[src/rtl/mem_bus_arbiter_if.sv]
// Core-side and memory-side signals of the instruction/data bus arbiter.
// master: arbiter view (serves the core ports, drives the memory bus).
// slave:  environment view (core pipeline plus external memory).
interface mem_bus_arbiter_if #(
    parameter int ADDR_WIDTH = 32,
    parameter int DATA_WIDTH = 32
);
    logic                  instrReq__i;
    logic [ADDR_WIDTH-1:0] instrAddr__i;
    logic [DATA_WIDTH-1:0] instrData__o;
    logic                  memRead__i;
    logic                  memWrite__i;
    logic [ADDR_WIDTH-1:0] memAddr__i;
    logic [DATA_WIDTH-1:0] memDataWrite__i;
    logic [DATA_WIDTH-1:0] memDataRead__o;
    logic                  stall__o;
    logic                  busReq__o;
    logic                  busWrite__o;
    logic [ADDR_WIDTH-1:0] busAddr__o;
    logic [DATA_WIDTH-1:0] busDataWrite__o;
    logic                  busAck__i;
    logic [DATA_WIDTH-1:0] busDataRead__i;
    logic                  busError__o;

    modport master (
        input  instrReq__i, instrAddr__i, memRead__i, memWrite__i,
               memAddr__i, memDataWrite__i, busAck__i, busDataRead__i,
        output instrData__o, memDataRead__o, stall__o, busReq__o,
               busWrite__o, busAddr__o, busDataWrite__o, busError__o
    );

    modport slave (
        output instrReq__i, instrAddr__i, memRead__i, memWrite__i,
               memAddr__i, memDataWrite__i, busAck__i, busDataRead__i,
        input  instrData__o, memDataRead__o, stall__o, busReq__o,
               busWrite__o, busAddr__o, busDataWrite__o, busError__o
    );
endinterface

[src/rtl/mem_bus_arbiter.sv]
// Shared memory bus arbiter for the IF and MEM ports of the 5-stage core.
// Data accesses win over fetches; the pipeline is stalled until every access
// requested for the current pipeline cycle has completed.
// Optional macro BUS_TIMEOUT_EN: aborts a bus transaction after
// TIMEOUT_CYCLES unacknowledged cycles and raises a sticky busError__o.
//
// state    | meaning
// ---------+-----------------------------------------------------------
// ST_IDLE  | no bus transaction, picking the next unserved request
// ST_INSTR | fetch transaction on the bus, waiting for busAck__i
// ST_DATA  | load/store transaction on the bus, waiting for busAck__i
module mem_bus_arbiter #(
    parameter int ADDR_WIDTH     = 32,
    parameter int DATA_WIDTH     = 32,
    parameter int TIMEOUT_CYCLES = 255
) (
    input  logic              clock__i,
    input  logic              reset_n__i,
    mem_bus_arbiter_if.master bus
);

    typedef enum logic [1:0] {
        ST_IDLE  = 2'd0,
        ST_INSTR = 2'd1,
        ST_DATA  = 2'd2
    } state_t;

    if (TIMEOUT_CYCLES < 1) begin : g_bad_timeout
        $error("TIMEOUT_CYCLES must be at least 1");
    end

    state_t                state_q, state_d;
    logic                  instr_done_q, instr_done_d;
    logic                  mem_done_q, mem_done_d;
    logic                  bus_req_q, bus_req_d;
    logic                  bus_write_q, bus_write_d;
    logic [ADDR_WIDTH-1:0] bus_addr_q, bus_addr_d;
    logic [DATA_WIDTH-1:0] bus_wdata_q, bus_wdata_d;
    logic [DATA_WIDTH-1:0] instr_data_q, instr_data_d;
    logic [DATA_WIDTH-1:0] mem_rdata_q, mem_rdata_d;
    logic                  mem_req;
    logic                  stall;
    logic                  timeout;
    logic                  xfer_end;

`ifdef BUS_TIMEOUT_EN
    localparam int CNT_W = $clog2(TIMEOUT_CYCLES + 1);
    logic [CNT_W-1:0] wait_cnt_q, wait_cnt_d;
    logic             bus_error_q, bus_error_d;
`endif

    // Next-state, bus latching, result capture and done-flag bookkeeping.
    always_comb begin
        mem_req = bus.memRead__i | bus.memWrite__i;
        stall   = (bus.instrReq__i & ~instr_done_q) | (mem_req & ~mem_done_q);

        state_d      = state_q;
        instr_done_d = instr_done_q;
        mem_done_d   = mem_done_q;
        bus_req_d    = bus_req_q;
        bus_write_d  = bus_write_q;
        bus_addr_d   = bus_addr_q;
        bus_wdata_d  = bus_wdata_q;
        instr_data_d = instr_data_q;
        mem_rdata_d  = mem_rdata_q;

`ifdef BUS_TIMEOUT_EN
        bus_error_d = bus_error_q;
        wait_cnt_d  = (state_q == ST_IDLE) ? '0 : wait_cnt_q + 1'b1;
        // An ack in the last allowed cycle still completes normally.
        timeout     = (state_q != ST_IDLE) && !bus.busAck__i &&
                      (wait_cnt_q == CNT_W'(TIMEOUT_CYCLES - 1));
`else
        timeout = 1'b0;
`endif
        xfer_end = bus.busAck__i | timeout;

        case (state_q)
            ST_IDLE: begin
                if (mem_req && !mem_done_q) begin
                    state_d     = ST_DATA;
                    bus_req_d   = 1'b1;
                    bus_write_d = bus.memWrite__i;
                    bus_addr_d  = bus.memAddr__i;
                    bus_wdata_d = bus.memDataWrite__i;
                end else if (bus.instrReq__i && !instr_done_q) begin
                    state_d     = ST_INSTR;
                    bus_req_d   = 1'b1;
                    bus_write_d = 1'b0;
                    bus_addr_d  = bus.instrAddr__i;
                end
            end
            ST_DATA: begin
                if (xfer_end) begin
                    if (!bus_write_q) begin
                        mem_rdata_d = bus.busAck__i ? bus.busDataRead__i : '0;
                    end
                    mem_done_d = 1'b1;
                    // Chain straight into the fetch to avoid an idle bubble.
                    if (bus.instrReq__i && !instr_done_q) begin
                        state_d     = ST_INSTR;
                        bus_write_d = 1'b0;
                        bus_addr_d  = bus.instrAddr__i;
`ifdef BUS_TIMEOUT_EN
                        wait_cnt_d  = '0;
`endif
                    end else begin
                        state_d   = ST_IDLE;
                        bus_req_d = 1'b0;
                    end
                end
            end
            ST_INSTR: begin
                if (xfer_end) begin
                    instr_data_d = bus.busAck__i ? bus.busDataRead__i : '0;
                    instr_done_d = 1'b1;
                    state_d      = ST_IDLE;
                    bus_req_d    = 1'b0;
                end
            end
            default: begin
                state_d   = ST_IDLE;
                bus_req_d = 1'b0;
            end
        endcase

`ifdef BUS_TIMEOUT_EN
        bus_error_d = bus_error_q | timeout;
`endif

        // The pipeline advances on this edge; the next cycle starts fresh.
        if (!stall) begin
            instr_done_d = 1'b0;
            mem_done_d   = 1'b0;
        end
    end

    // State and output registers with asynchronous reset.
    always_ff @(posedge clock__i or negedge reset_n__i) begin
        if (!reset_n__i) begin
            state_q      <= ST_IDLE;
            instr_done_q <= 1'b0;
            mem_done_q   <= 1'b0;
            bus_req_q    <= 1'b0;
            bus_write_q  <= 1'b0;
            bus_addr_q   <= '0;
            bus_wdata_q  <= '0;
            instr_data_q <= '0;
            mem_rdata_q  <= '0;
`ifdef BUS_TIMEOUT_EN
            wait_cnt_q   <= '0;
            bus_error_q  <= 1'b0;
`endif
        end else begin
            state_q      <= state_d;
            instr_done_q <= instr_done_d;
            mem_done_q   <= mem_done_d;
            bus_req_q    <= bus_req_d;
            bus_write_q  <= bus_write_d;
            bus_addr_q   <= bus_addr_d;
            bus_wdata_q  <= bus_wdata_d;
            instr_data_q <= instr_data_d;
            mem_rdata_q  <= mem_rdata_d;
`ifdef BUS_TIMEOUT_EN
            wait_cnt_q   <= wait_cnt_d;
            bus_error_q  <= bus_error_d;
`endif
        end
    end

    assign bus.stall__o        = stall;
    assign bus.busReq__o       = bus_req_q;
    assign bus.busWrite__o     = bus_write_q;
    assign bus.busAddr__o      = bus_addr_q;
    assign bus.busDataWrite__o = bus_wdata_q;
    assign bus.instrData__o    = instr_data_q;
    assign bus.memDataRead__o  = mem_rdata_q;
`ifdef BUS_TIMEOUT_EN
    assign bus.busError__o     = bus_error_q;
`else
    assign bus.busError__o     = 1'b0;
`endif

endmodule

[src/flat_wrapper.sv]
// flat-port wrapper written by rule: the top's interface ports become plain ports
module mem_bus_arbiter_flat 
#(
    parameter int ADDR_WIDTH     = 32,
    parameter int DATA_WIDTH     = 32,
    parameter int TIMEOUT_CYCLES = 255
)
  (clock__i, reset_n__i, bus_instrReq__i, bus_instrAddr__i, bus_memRead__i, bus_memWrite__i, bus_memAddr__i, bus_memDataWrite__i, bus_busAck__i, bus_busDataRead__i, bus_instrData__o, bus_memDataRead__o, bus_stall__o, bus_busReq__o, bus_busWrite__o, bus_busAddr__o, bus_busDataWrite__o, bus_busError__o);
  mem_bus_arbiter_if #(.ADDR_WIDTH(ADDR_WIDTH), .DATA_WIDTH(DATA_WIDTH)) bus_i ();
  input  logic clock__i;
  input  logic reset_n__i;
  input wire logic [$bits(bus_i.instrReq__i)-1:0] bus_instrReq__i;
  input wire logic [$bits(bus_i.instrAddr__i)-1:0] bus_instrAddr__i;
  input wire logic [$bits(bus_i.memRead__i)-1:0] bus_memRead__i;
  input wire logic [$bits(bus_i.memWrite__i)-1:0] bus_memWrite__i;
  input wire logic [$bits(bus_i.memAddr__i)-1:0] bus_memAddr__i;
  input wire logic [$bits(bus_i.memDataWrite__i)-1:0] bus_memDataWrite__i;
  input wire logic [$bits(bus_i.busAck__i)-1:0] bus_busAck__i;
  input wire logic [$bits(bus_i.busDataRead__i)-1:0] bus_busDataRead__i;
  output wire logic [$bits(bus_i.instrData__o)-1:0] bus_instrData__o;
  output wire logic [$bits(bus_i.memDataRead__o)-1:0] bus_memDataRead__o;
  output wire logic [$bits(bus_i.stall__o)-1:0] bus_stall__o;
  output wire logic [$bits(bus_i.busReq__o)-1:0] bus_busReq__o;
  output wire logic [$bits(bus_i.busWrite__o)-1:0] bus_busWrite__o;
  output wire logic [$bits(bus_i.busAddr__o)-1:0] bus_busAddr__o;
  output wire logic [$bits(bus_i.busDataWrite__o)-1:0] bus_busDataWrite__o;
  output wire logic [$bits(bus_i.busError__o)-1:0] bus_busError__o;
  assign bus_i.instrReq__i = bus_instrReq__i;
  assign bus_i.instrAddr__i = bus_instrAddr__i;
  assign bus_i.memRead__i = bus_memRead__i;
  assign bus_i.memWrite__i = bus_memWrite__i;
  assign bus_i.memAddr__i = bus_memAddr__i;
  assign bus_i.memDataWrite__i = bus_memDataWrite__i;
  assign bus_i.busAck__i = bus_busAck__i;
  assign bus_i.busDataRead__i = bus_busDataRead__i;
  assign bus_instrData__o = bus_i.instrData__o;
  assign bus_memDataRead__o = bus_i.memDataRead__o;
  assign bus_stall__o = bus_i.stall__o;
  assign bus_busReq__o = bus_i.busReq__o;
  assign bus_busWrite__o = bus_i.busWrite__o;
  assign bus_busAddr__o = bus_i.busAddr__o;
  assign bus_busDataWrite__o = bus_i.busDataWrite__o;
  assign bus_busError__o = bus_i.busError__o;
  mem_bus_arbiter #(.ADDR_WIDTH(ADDR_WIDTH), .DATA_WIDTH(DATA_WIDTH), .TIMEOUT_CYCLES(TIMEOUT_CYCLES)) u_core (.clock__i(clock__i), .reset_n__i(reset_n__i), .bus(bus_i));
endmodule
[config.mk]
export PLATFORM = sky130hd
export DESIGN_NAME = mem_bus_arbiter_flat
export DESIGN_NICKNAME = d
export VERILOG_FILES = /design/src/rtl/mem_bus_arbiter_if.sv /design/src/rtl/mem_bus_arbiter.sv /design/src/flat_wrapper.sv
export SDC_FILE = /design/constraint.sdc
export NUM_CORES = 1
export LEC_CHECK = 0
export CAP_MARGIN = 20
export CORE_ASPECT_RATIO = 0.6
export CORE_MARGIN = 5
export CORE_UTILIZATION = 44
export DETAILED_ROUTE_END_ITERATION = 10
export GPL_TIMING_DRIVEN = 1
export PLACE_DENSITY = 0.93
export SLEW_MARGIN = 15
export SYNTH_ARGS = -nofsm -noshare
export SYNTH_HDL_FRONTEND = slang
export SYNTH_SLANG_ARGS = --single-unit
[constraint.sdc]
create_clock -name clock__i -period 3.2 [get_ports clock__i]
set_input_delay 0.48 -clock clock__i [delete_from_list [all_inputs] [get_ports clock__i]]
set_output_delay 0.48 -clock clock__i [all_outputs]
set_load 0.05 [all_outputs]
## Yosys cells after proc, flatten, opt, wreduce, memory -nomap -nowiden

Index checks and enable logic that the tools add are counted.

| cells by class | value |
|---|---|
| equality and inequality tests | 9 |
| multiplexer cells | 25 |
| bitwise logic cells | 7 |
| reduce and logical (&&, ||, !) cells | 14 |

Operator list:

| cell | count |
|---|---|
| $mux W32 | 3 |
| $pmux W32 S2 | 1 |
| $mux W1 | 14 |
| $reduce_and A2 Y1 | 5 |
| $mux W2 | 4 |
| $ne A2 B2 Y1 const B | 4 |
| $pmux W2 S3 | 1 |
| $reduce_and A3 Y1 | 2 |
| $ne A2 B1 Y1 const B | 2 |
| $reduce_and A4 Y1 | 1 |
| $ne A3 B1 Y1 const B | 1 |
| $not A1 Y1 | 3 |
| $pmux W1 S3 | 1 |
| $and A1 B1 Y1 | 2 |
| $eq A2 B1 Y1 const B | 1 |
| $eq A2 B2 Y1 const B | 1 |
| $logic_and A1 B1 Y1 | 2 |
| $logic_not A1 Y1 | 2 |
| $logic_not A2 Y1 | 1 |
| $or A1 B1 Y1 | 2 |
| $pmux W1 S2 | 1 |
| $reduce_bool A2 Y1 | 1 |

| word-level totals | value |
|---|---|
| register bits | 134 |
| bits of input ports | 134 |
| output and inout bits | 132 |
| word-level logic and storage cells | 64 |

## Logic depth before layout (Yosys ltp)

| logic depth | value |
|---|---|
| word-level depth | 5 |
| mapped depth | 6 |
| mapped depth without buffers | 4 |

## Least setup slack after synthesis

No wires, ideal clock.

| path | value |
|---|---|
| kind | in2reg |
| start | input port bus_memWrite__i |
| end | register u_core.bus_addr_q[10], in the netlist u_core.bus.busAddr__o[10] |
| setup time | 125 ps |
| arrival time | 1514 ps |
| required time | 3075 ps |
| path slack | 1562 ps |
| cell stages on the path | 5 |
| buffers on the path | 1 |
| cell sequence | o21bai_4 -> nor2_1 -> o21bai_4 -> buf_6 -> mux2_2 |

| between the ends | value |
|---|---|
| word-level cells in the longest chain between the ends | 4 |

Ends and longest elaborated chain:

| what | line | RTL |
|---|---|---|
| start, declared | flat_wrapper.sv:15 | `input wire logic [$bits(bus_i.memWrite__i)-1:0] bus_memWrite__i;` |
| $or A1 B1 Y1 | mem_bus_arbiter.sv:54 | `mem_req = bus.memRead__i \| bus.memWrite__i;` |
| $logic_and A1 B1 Y1 | mem_bus_arbiter.sv:80 | `if (mem_req && !mem_done_q) begin` |
| $mux W32 | mem_bus_arbiter.sv:80 |  |
| $pmux W32 S2 | mem_bus_arbiter.sv:78 | `case (state_q)` |
| end signal, assigned | mem_bus_arbiter.sv:160 | `bus_addr_q <= bus_addr_d;` |
| end, declared | mem_bus_arbiter.sv:37 | `logic [ADDR_WIDTH-1:0] bus_addr_q, bus_addr_d;` |

Every way passes these cells.
A chain may end at the register's enable or synchronous reset.

## Worst setup path in the final report

| path | value |
|---|---|
| start | input port bus_memWrite__i |
| end | output port bus_stall__o |

| between the ends | value |
|---|---|
| word-level cells in the longest chain between the ends | 3 |

Ends and longest elaborated chain:

| what | line | RTL |
|---|---|---|
| $or A1 B1 Y1 | mem_bus_arbiter.sv:54 |  |
| $and A1 B1 Y1 | mem_bus_arbiter.sv:55 | `stall = (bus.instrReq__i & ~instr_done_q) \| (mem_req & ~mem_done_q);` |
| $or A1 B1 Y1 | mem_bus_arbiter.sv:55 |  |
| end, declared | flat_wrapper.sv:22 | `output wire logic [$bits(bus_i.stall__o)-1:0] bus_stall__o;` |

Every way passes these cells.

==> results.yml <==
clock_network:
  numCtsBuffers: 17
  clock_path_buffers: 2
  clock_latency_ns: 0.40
  h-tree-depth: 4
  numClockSinks: 134
  cts_setup_buffers: 0
  cts_resized: 0
  cts_hold_buf: 0
  clk_pin_slew_ns: 0.06
  cts_tree: "yes"
  root_buffer: "clkbuf_16"
worst_setup_path:
  critPathTopFamily: "buffers and inverters"
  cp_slowest_stage_delay_ns: 0.74
  slowest_stage: "clkdlybuf4s50_1"
  crit_top_cell: "clkdlybuf4s50_1"
  cp_max_fo: 7
  reg2reg_to: "u_core.bus.busAddr__o[7]"
  required_ns: 2.72
  rr_worst_depth: 5
  cp_data_arrival_time_ns: 2.11
  cp-end-kind: "output port"
  crit_buf_inv: 2
  critPathLaunchType: "input port"
  r2r_setup_slack_ns: 1.26
  r2r-start: "u_core.state_q[1]"
  path_class: "in2out"
  crit_chain: "clkdlybuf4s50_1, o21bai_4, nand2_1, clkdlybuf4s50_1"
  startpoint: "bus_memWrite__i"
placement:
  io_buffers: 264
  hpwl_microns: 11300
  place_ws_ns: 0.607
  gp_congestion: 0.818
sta:
  relSlewSlack_pct: 53.2
  rsz0062_at_grt: "no"
  tns_ns: 0
  max_freq_mhz: 386
  slew_viol_final: 0
  layout_setup_ws_ns: 0.612
  finalCriticalPeriod_ns: 2.59
  setup_viol: 0
  min_period_over_period_pct: 80.9
  worstMarginPinSlew_ns: 0.701
  hold_violations: 0
  skew_ns: 0.00707
route:
  post_drt_wl_per_cell_microns: 19.1
  routed_wirelength_microns: 15100
  vias_per_cell: 4.83
  vias: 3837
  first_pass_iters: 4
  postRouteAntennaNets: 0
  drc: 0
  first_iter_violations: 156
synthesis:
  synth-warning-count: 0
  avgSynthCellArea_sq_um: 16.5
  synth.distinct_cells: 24
  async_flop_share_pct: 100
  synth_fp_nets: 475
  postSynthCellCount: 341
  ys_seq_area_share_pct: 59.6
  synth_ff_type: "dfrtp_1"
  synth_edf_count: 0
  ys_ff_latch: 134
  syn_area_sq_mm: 0.00562
global_routing:
  grt-ovfl-total: 0
  grt_first_pass_wirelength_microns: 24300
  grt_use_total_pct: 20.2
  grt_max_degree: 77
  grt_antenna_before_repair: 0
  grt_pass1_vias: 4519
final_layout:
  nets: 746
  fill_cells: 839
  final_util_pct: 71.2
  multi_input_area_sq_mm: 0.00212
  regArea_sq_mm: 0.00335
  antenna_cells: 0
  final_common_cell: "clkdlybuf4s50_1"
  drive_gt1_share_pct: 32.4
  layout_common_cells: "263 x clkdlybuf4s50_1, 134 x dfrtp_1, 129 x mux2_2, 30 x mux2_4, 17 x clkbuf_16"
  area_delta_synth_final_pct: 60.8
die:
  die_area_sq_mm: 0.0152
  chipWidth_microns: 156
  start_util_pct: 44.3
  dieHeight_microns: 97.6
  fp.coreArea_sq_mm: 0.0127
  row_count: 32
  num_io_pins: 266
job:
  maxCapViolCount: 0
worst_hold_path:
  hp-class: "in2async"
run_status:
  status: "finished, final reports clean"
-- cell usage after synthesis (2+ instances only) --
| cell | n | area [sq um] |
|---|---|---|
| nor2_1 | 7 | 26.3 |
| mux2_4 | 30 | 450 |
| dfrtp_1 | 134 | 3350 |
| buf_6 | 7 | 78.8 |
| mux2_2 | 129 | 1450 |
| a22o_1 | 2 | 17.5 |
| buf_4 | 7 | 52.6 |
| a21oi_1 | 3 | 15.0 |
| nand2b_1 | 2 | 12.5 |
| nand2_1 | 2 | 7.51 |
| o21bai_4 | 2 | 37.5 |
| buf_2 | 4 | 20.0 |
-- flip-flops by register name, summed over array words and instances, names as in the netlist --
register                    count
u_core.state_q                  2
u_core.bus.busDataWrite__o     32
u_core.bus.busWrite__o          1
u_core.mem_done_q               1
u_core.bus.busAddr__o          32
u_core.instr_done_q             1
u_core.bus.instrData__o        32
u_core.bus.memDataRead__o      32
u_core.bus.busReq__o            1
-- how the worst max path moves through the flow --
stage	end	slack [ns]	depth (start not counted)
after floorplan	u_core.bus.busAddr__o[10]	1.56	5
after global placement	bus_stall__o	0.64	4
after detailed placement	bus_stall__o	0.61	4
after CTS	bus_stall__o	0.60	4
after global routing	bus_stall__o	0.57	4
final	bus_stall__o	0.61	4
-- final cells by class --
class | count | share of cell area, %
Tap cell | 170 | 2.35
Inverter | 1 | 0.0415
Clock buffer | 20 | 5.05
Clock inverter | 11 | 1.94
Sequential cell | 134 | 37.1
Multi-Input combinational cell | 188 | 23.5
Timing Repair Buffer | 270 | 30.0
-- logic make-up after synthesis --
kind of cell	Yosys count	synth area share [%]
multiplexers	160	34.1
flip-flops	134	59.6
buffers and inverters	19	2.76
AND/OR/NAND/NOR	17	1.80
AO/OA/AOI/OAI	10	1.67
other	1	0.0667
-- stage by stage --
stage / instances / hold WS, ns / cell area [sq um]
floorplan: 341 / 0.184 / 5620
global placement: 763 / 0.476 / 8410
detailed placement: 763 / 0.493 / 8410
CTS: 794 / 0.123 / 9040
global route: 794 / 0.140 / 9040
finish: 794 / 0.0924 / 9040
-- layer usage --
layer | vias to the layer above | part of all wire, % | track usage [%]
li1 | 1766 | - | -
met1 | 1915 | 39 | 22.7
met2 | 141 | 51 | 35.3
met3 | 15 | 9.6 | 8.86
met4 | 0 | 1.2 | 4.71
met5 | - | 0 | 0
Power is not shown: default switching activity piles up to over one toggle a cycle in this logic, so the estimate is an artifact.
